===== src/rtl/demux_1_2_buf.sv =====
// 1-to-2 demultiplexer with an independent 2-entry FIFO on each output channel.
// Define DEMUX_1_2_BUF_PERF_CNT_EN to add per-channel push counters (cnt0, cnt1).
module demux_1_2_buf #(
  parameter int unsigned WIDTH = 32
) (
  input  logic             clk,
  input  logic             reset,
  input  logic [WIDTH-1:0] in,
  input  logic             in_valid,
  input  logic             sel,
  output logic             in_ready,
  output logic [WIDTH-1:0] out0,
  output logic             out0_valid,
  input  logic             out0_ready,
  output logic [WIDTH-1:0] out1,
  output logic             out1_valid,
  input  logic             out1_ready
`ifdef DEMUX_1_2_BUF_PERF_CNT_EN
  ,
  output logic [15:0]      cnt0,
  output logic [15:0]      cnt1
`endif
);

  typedef enum logic [1:0] {
    StEmpty = 2'd0,
    StOne   = 2'd1,
    StFull  = 2'd2
  } occ_e;

  occ_e             state_q [2];
  occ_e             state_d [2];
  logic [WIDTH-1:0] head_q  [2];
  logic [WIDTH-1:0] head_d  [2];
  logic [WIDTH-1:0] tail_q  [2];
  logic [WIDTH-1:0] tail_d  [2];

  logic [1:0] sel_oh;
  logic [1:0] out_ready;
  logic [1:0] push;
  logic [1:0] pop;
  logic [1:0] not_empty;

  assign sel_oh    = {sel, ~sel};
  assign out_ready = {out1_ready, out0_ready};

  // No pass-through: a FULL channel refuses a push even while it is being popped.
  assign in_ready = ~reset & (sel ? (state_q[1] != StFull) : (state_q[0] != StFull));

  always_comb begin
    for (int c = 0; c < 2; c++) begin
      not_empty[c] = (state_q[c] != StEmpty);
      push[c]      = in_valid & in_ready & sel_oh[c];
      pop[c]       = not_empty[c] & out_ready[c];
    end
  end

  always_comb begin
    for (int c = 0; c < 2; c++) begin
      state_d[c] = state_q[c];
      head_d[c]  = head_q[c];
      tail_d[c]  = tail_q[c];
      unique case (state_q[c])
        StEmpty: begin
          if (push[c]) begin
            state_d[c] = StOne;
            head_d[c]  = in;
          end
        end
        StOne: begin
          if (push[c] && pop[c]) begin
            head_d[c] = in;
          end else if (push[c]) begin
            state_d[c] = StFull;
            tail_d[c]  = in;
          end else if (pop[c]) begin
            state_d[c] = StEmpty;
          end
        end
        StFull: begin
          if (pop[c]) begin
            state_d[c] = StOne;
            head_d[c]  = tail_q[c];
          end
        end
        default: state_d[c] = StEmpty;
      endcase
    end
  end

  always_ff @(posedge clk) begin
    for (int c = 0; c < 2; c++) begin
      if (reset) begin
        state_q[c] <= StEmpty;
        head_q[c]  <= '0;
        tail_q[c]  <= '0;
      end else begin
        state_q[c] <= state_d[c];
        head_q[c]  <= head_d[c];
        tail_q[c]  <= tail_d[c];
      end
    end
  end

  assign out0_valid = not_empty[0];
  assign out1_valid = not_empty[1];
  assign out0       = not_empty[0] ? head_q[0] : '0;
  assign out1       = not_empty[1] ? head_q[1] : '0;

`ifdef DEMUX_1_2_BUF_PERF_CNT_EN
  logic [15:0] cnt_q [2];

  always_ff @(posedge clk) begin
    for (int c = 0; c < 2; c++) begin
      if (reset) begin
        cnt_q[c] <= '0;
      end else if (push[c]) begin
        cnt_q[c] <= cnt_q[c] + 16'd1;
      end
    end
  end

  assign cnt0 = cnt_q[0];
  assign cnt1 = cnt_q[1];
`endif

endmodule


===== config.mk =====
export PLATFORM = sky130hd
export DESIGN_NAME = demux_1_2_buf
export DESIGN_NICKNAME = d
export VERILOG_FILES = /design/src/rtl/demux_1_2_buf.sv
export SDC_FILE = /design/constraint.sdc
export NUM_CORES = 1
export LEC_CHECK = 0
export CAP_MARGIN = 0
export CORE_ASPECT_RATIO = 2
export CORE_MARGIN = 2
export CORE_UTILIZATION = 40
export DETAILED_ROUTE_END_ITERATION = 6
export PLACE_DENSITY = 0.61
export SETUP_SLACK_MARGIN = 0.2
export SLEW_MARGIN = 30
export SYNTH_ARGS = -nofsm -noshare
export SYNTH_HDL_FRONTEND = slang
export SYNTH_SLANG_ARGS = --single-unit

===== constraint.sdc =====
create_clock -name clk -period 5.6 [get_ports clk]
set_clock_uncertainty 0.2 [all_clocks]
set_input_delay 0.56 -clock clk [delete_from_list [all_inputs] [get_ports clk]]
set_output_delay 0.56 -clock clk [all_outputs]
set_load 0.005 [all_outputs]

==> out/results.tsv, run 1 <==
stage	metric	value	unit
status	status	finished, final reports clean	
sta	slew_headroom	0.492	
clock_network	cts.clk_slew.worst_paths	0.05	ns
synthesis	yosysTopAreaCell	dfxtp_1	
sta	final.setup.worst_slack	2.38	ns
synthesis	ys_top_cells_by_area	dfxtp_1, mux2_2, mux2i_1	
sta	fmax	0.310	GHz
clock_network	post_cts_resized	0	
cells_and_area	syn_to_final_growth	29.8	%
floorplan	die_h	177	um
sta	hold_viol	0	
grt	overflow	0	
worst_setup_path	startpoint_type	flip-flop	
placement	preCtsSetupSlack	2.19	ns
cells_and_area	fin_nets	791	
worst_setup_path	crit_required	4.84	ns
synthesis	synth_top_area_share	0.444	
clock_network	cts_setup_buffers	0	
synthesis	synthCells	672	
cells_and_area	final_util	0.527	
floorplan	start_util	0.406	
drt	ant_nets	0	
power_and_ir_drop	power_density	294	mW/mm^2
grt	track_usage	0.181	
floorplan	io_pins	105	
grt	grt_pass1_vias	4613	
synthesis	yosys-top-cells-count	dfxtp_1, nand2_1, nor2_1	
cells_and_area	drive_gt1_frac	0.146	
drt	drt_wl_total	14.2	mm
clock_network	cts-root-buf	clkbuf_16	
power_and_ir_drop	p_total	0.00227	W
synthesis	async_reset_ff_frac	0	
synthesis	synth.most_common_cell	dfxtp_1	
drt	via_per_inst	4.86	
synthesis	avgSynthCellArea	8.86	um^2
worst_setup_path	worstPathArrival	2.46	ns
run	cap_violations	0	
worst_setup_path	path_max_fanout	13	
clock_network	cts_sinks	132	
drt	drc_errors	0	
sta	tightest_slew	0.762	ns
placement	hpwl	8.92	mm
cells_and_area	antenna_cells	0	
worst_setup_path	critical_path_class	reg -> out	
floorplan	die_area	0.0159	mm^2
sta	setup_viol	0	
drt	dr.pass1.iters	4	
drt	avgRoutedWirePerCell	14.8	um
synthesis	synthesis.area	0.00595	mm^2
sta	finalCritPeriodShare	0.576	
clock_network	cts_buffers	17	
power_and_ir_drop	p_leak	3.04	nW
power_and_ir_drop	irDropWorstVdd	206	uV
grt	grt_start_max_net_pins	73	
clock_network	insertion_delay	0.41	ns
placement	gp_congestion	0.751	
sta	final.setup.tns	0	ns
clock_network	cts_tree	yes	
sta	final_max_slew_viol_count	0	
clock_network	cts_max_path_buffers	2	
sta	rsz0062_at_grt	no	
grt	grt_antenna_before_repair	0	
worst_setup_path	end_kind	output pin	
drt	routed-via-count	4672	
synthesis	synth-edff-count	0	
synthesis	synth_seq_cells	132	
synthesis	yosysUniqueCellTypes	25	
synthesis	synth_nets	710	
floorplan	std_cell_rows	63	
clock_network	ctsHtreeMaxLevel	4	
floorplan	core_area	0.0147	mm^2
worst_hold_path	min_path_type	reg -> reg	
clock_network	ctsHoldBuffers	0	
synthesis	ys.flop_type	dfxtp_1	
grt	grt_pass1_wl	23.2	mm
floorplan	fp.dieW	90.3	um
placement	io_buffers	104	
sta	fin_crit	3.22	ns
synthesis	ys_warn_count	0	
drt	drtIter0Drc	248	
synthesis	synth_seq_area_share	0.444	
registers in the layout, summed over array words and instances (netlist names):
register  cells
head_q       64
state_q       4
tail_q       64
cell type report:
class                           instances  area, um^2
Sequential cell                       132        2640
Clock inverter                          6        92.6
Tap cell                              195         244
Timing Repair Buffer                  113        1120
Clock buffer                           26         509
Multi-Input combinational cell        485        3100
Fill cell                            1432        6930
Inverter                                4        15.0
placed cells by master (no fill, tap or decap), drive strengths merged, types with 3 or more instances in the layout:
master | netlist | final
clkbuf | 25 | 26
inv | 4 | 4
nor3 | 3 | 3
nor2 | 70 | 70
a21oi | 66 | 66
mux2 | 65 | 65
clkdlybuf4s50 | 0 | 103
nand2 | 130 | 130
nor2b | 68 | 68
dfxtp | 132 | 132
nand2b | 3 | 3
mux2i | 66 | 66
buf | 26 | 10
critical path, cell delays in order, from the launching register on:
cell and delay (ns):
dfxtp_1 0.50, nor2b_4 0.46, buf_8 0.22, buf_8 0.17, nor2_1 0.05, a21oi_1 0.14, nor2_1 0.06, clkdlybuf4s50_1 0.47
path summary, 6_finish.rpt:
path	from	to	slack, ns	cells after the start
min	tail_q[0][12]	tail_q[0][12]	0.25	2
min reg2reg	tail_q[0][12]	tail_q[0][12]	0.25	2
max reg2reg	state_q[0][1]	head_q[0][11]	3.39	6
max	state_q[0][1]	in_ready	2.38	7
stage by stage:
step                cells  hold WS, ns  instance area, um^2
floorplan             672        0.233                 5950
global placement      927        0.239                 7080
detailed placement    929        0.243                 7120
CTS                   961        0.251                 7720
global route          961        0.267                 7730
finish                961        0.251                 7730
power breakdown:
group / switching (W) / internal [W]
combinational: 0.0000922 / 0.0000937
sequential: 0.0000117 / 0.000961
clock: 0.000394 / 0.000717
cells by family after synthesis:
family,Yosys count,synth area share
simple gates,282,0.214
flops,132,0.444
mux,131,0.234
compound gates,72,0.0645
buf+inv,55,0.0433
layer usage:
layer  vias to the layer above  GRT usage  wire length (um)
met2                       103      0.289              6660
met1                      2181      0.240              6770
li1                       2375          -                 -
met5                         -          0                 0
met3                        13     0.0435               611
met4                         0     0.0596               153
Note: power is estimated with default switching activity, not from simulation.
==> run 2, diff against run 1 <==
==> constraint.sdc (replaced) <==
create_clock -name clk -period 3.3 [get_ports clk]
set_clock_uncertainty 0.2 [all_clocks]
set_input_delay 0.33 -clock clk [delete_from_list [all_inputs] [get_ports clk]]
set_output_delay 0.33 -clock clk [all_outputs]
set_load 0.005 [all_outputs]
==> run 2 against run 1 <==
  * Global-route usage about the same
  * Worst setup slack got worse by 1.8 ns
  * Via count increased by 1.2%
  * Core utilization is 0.39 points higher
  * Final cell count is 0.31% higher
  * Clock power up 86%
  * Wire length shrank 0.29%
  * Design area up 0.74%
==> out/results.tsv, run 2 (synthesis gave the netlist of run 1 again) <==
stage	metric	value	unit	change
status	status	finished, final reports clean		
placement	preCtsSetupSlack	0.546	ns	-1.64 ns
drt	drc_errors	0		unchanged
power_and_ir_drop	p_total	0.00403	W	+78%
clock_network	cts_sinks	132		unchanged
worst_setup_path	path_cells	nor2b_4, nor2_1, a21oi_1, nor2_1, clkdlybuf4s50_1		
sta	rsz0062_at_grt	no		
clock_network	cts_max_path_buffers	2		unchanged
worst_setup_path	cpMostUsedCell	nor2_1		
worst_setup_path	crit_family	simple AND/OR/NAND/NOR gates		
worst_setup_path	crit_slowest_cell	dfxtp_1		
cells_and_area	syn_to_final_growth	30.8	%	
grt	grt_pass1_wl	23.2	mm	unchanged
clock_network	ctsHoldBuffers	0		unchanged
clock_network	cts-root-buf	clkbuf_16		
grt	grt_start_max_net_pins	51		-30%
worst_setup_path	cp_slowest_stage_delay	0.51	ns	about the same
floorplan	io_pins	105		unchanged
worst_setup_path	startpoint_type	flip-flop		
grt	track_usage	0.181		-0.000181
floorplan	std_cell_rows	63		unchanged
drt	avgRoutedWirePerCell	14.7	um	-0.60%
drt	drt_wl_total	14.2	mm	-0.29%
floorplan	start_util	0.406		unchanged
power_and_ir_drop	irDropWorstVdd	353	uV	+71%
cells_and_area	antenna_cells	0		unchanged
worst_setup_path	path_max_fanout	15		+2
grt	grt_antenna_before_repair	0		unchanged
worst_setup_path	worst-path-buf-inv	1		-2
worst_setup_path	crit_required	2.77	ns	-2.07 ns
floorplan	die_area	0.0159	mm^2	unchanged
grt	overflow	0		unchanged
run	cap_violations	0		unchanged
cells_and_area	drive_gt1_frac	0.153		+0.00723
sta	final.setup.worst_slack	0.618	ns	-1.76 ns
sta	setup_viol	0		unchanged
sta	fin_crit	2.68	ns	
sta	finalCritPeriodShare	0.813		
cells_and_area	design_area	0.00778	mm^2	+0.74%
floorplan	die_h	177	um	unchanged
placement	gp_congestion	0.781		+4.0%
worst_setup_path	critical_path_class	reg -> out		
drt	routed-via-count	4726		+1.2%
cells_and_area	final_cell_mix	dfxtp_1, nand2_1, clkdlybuf4s50_1		
clock_network	cts_setup_buffers	0		unchanged
drt	ant_nets	0		unchanged
cells_and_area	nFillCells	1386		-3.2%
drt	via_per_inst	4.90		+0.84%
sta	slew_headroom	0.607		+0.116
worst_hold_path	min_path_type	in -> reg		
floorplan	fp.dieW	90.3	um	unchanged
sta	final_max_slew_viol_count	0		unchanged
cells_and_area	fin_nets	796		+0.63%
drt	dr.pass1.iters	4		unchanged
sta	hold_viol	0		unchanged
drt	drtIter0Drc	290		+17%
power_and_ir_drop	p_leak	3.07	nW	+1.1%
placement	hpwl	8.99	mm	+0.78%
sta	final.setup.tns	0	ns	unchanged
worst_setup_path	worstPathArrival	2.15	ns	-0.31 ns
floorplan	core_area	0.0147	mm^2	unchanged
clock_network	post_cts_resized	0		unchanged
cells_and_area	largestRegisters	head_q x64, tail_q x64, state_q x4		
clock_network	cts_buffers	17		unchanged
sta	tightest_slew	0.589	ns	-0.173 ns
power_and_ir_drop	power_density	518	mW/mm^2	+76%
clock_network	ctsHtreeMaxLevel	4		unchanged
clock_network	cts_tree	yes		
clock_network	insertion_delay	0.41	ns	about the same
placement	placed_area	0.00714	mm^2	+0.30%
sta	hold_ws	0.142	ns	-0.109 ns
clock_network	cts.clk_slew.worst_paths	0.06	ns	about the same
sta	fmax	0.373	GHz	
placement	io_buffers	104		unchanged
cells_and_area	final_common_cell	dfxtp_1		
grt	grt_pass1_vias	4499		-2.5%
worst_setup_path	end_kind	output pin		
==> run 2: layout make-up <==
class / instances / area [um^2] / share of cell area
clock buffers: 18 / 439 / 0.0564
clock inverters: 12 / 204 / 0.0262
inverters: 4 / 15.0 / 0.00193
multi-input cells: 485 / 3100 / 0.398
flip-flops and latches: 132 / 2640 / 0.339
well taps: 195 / 244 / 0.0313
repair buffers: 118 / 1140 / 0.147
==> run 2: per-layer routing <==
layer | share of wire | routed length (um) | up-vias | GRT usage
met5 | 0 | 0 | - | 0
met4 | 0.015 | 208 | 0 | 0.0558
met3 | 0.045 | 640 | 18 | 0.0397
met2 | 0.47 | 6580 | 123 | 0.285
met1 | 0.47 | 6720 | 2197 | 0.247
li1 | - | - | 2388 | -
==> run 2: power breakdown <==
group          leakage (nW)  internal, W  switching, W
sequential             1.07      0.00163     0.0000202
combinational          1.70     0.000161      0.000157
clock                 0.305      0.00136      0.000705
total                  3.07      0.00315      0.000882
==> run 2: path summary, 6_finish.rpt <==
| path | start | to | slack (ns) | cells after the start |
|---|---|---|---|---|
| min | reset | head_q[0][1] | 0.14 | 2 |
| max | state_q[0][1] | in_ready | 0.62 | 5 |
| max reg2reg | state_q[0][1] | head_q[0][12] | 1.02 | 5 |
| min reg2reg | tail_q[0][21] | tail_q[0][21] | 0.25 | 2 |
==> run 2: worst reg2reg max path, stage by stage (launching register included) <==
cell,delay (ns)
dfxtp_1,0.51
nor2b_4,0.49
buf_4,0.39
mux2_2,0.38
mux2i_1,0.12
nor2_1,0.05
==> run 2: stage by stage <==
stage / utilization / cells
2_1_floorplan: - / 672
3_3_place_gp: 0.487 / 934
3_5_place_dp: 0.487 / 934
4_1_cts: 0.531 / 964
5_1_grt: 0.531 / 964
6_report: 0.531 / 964
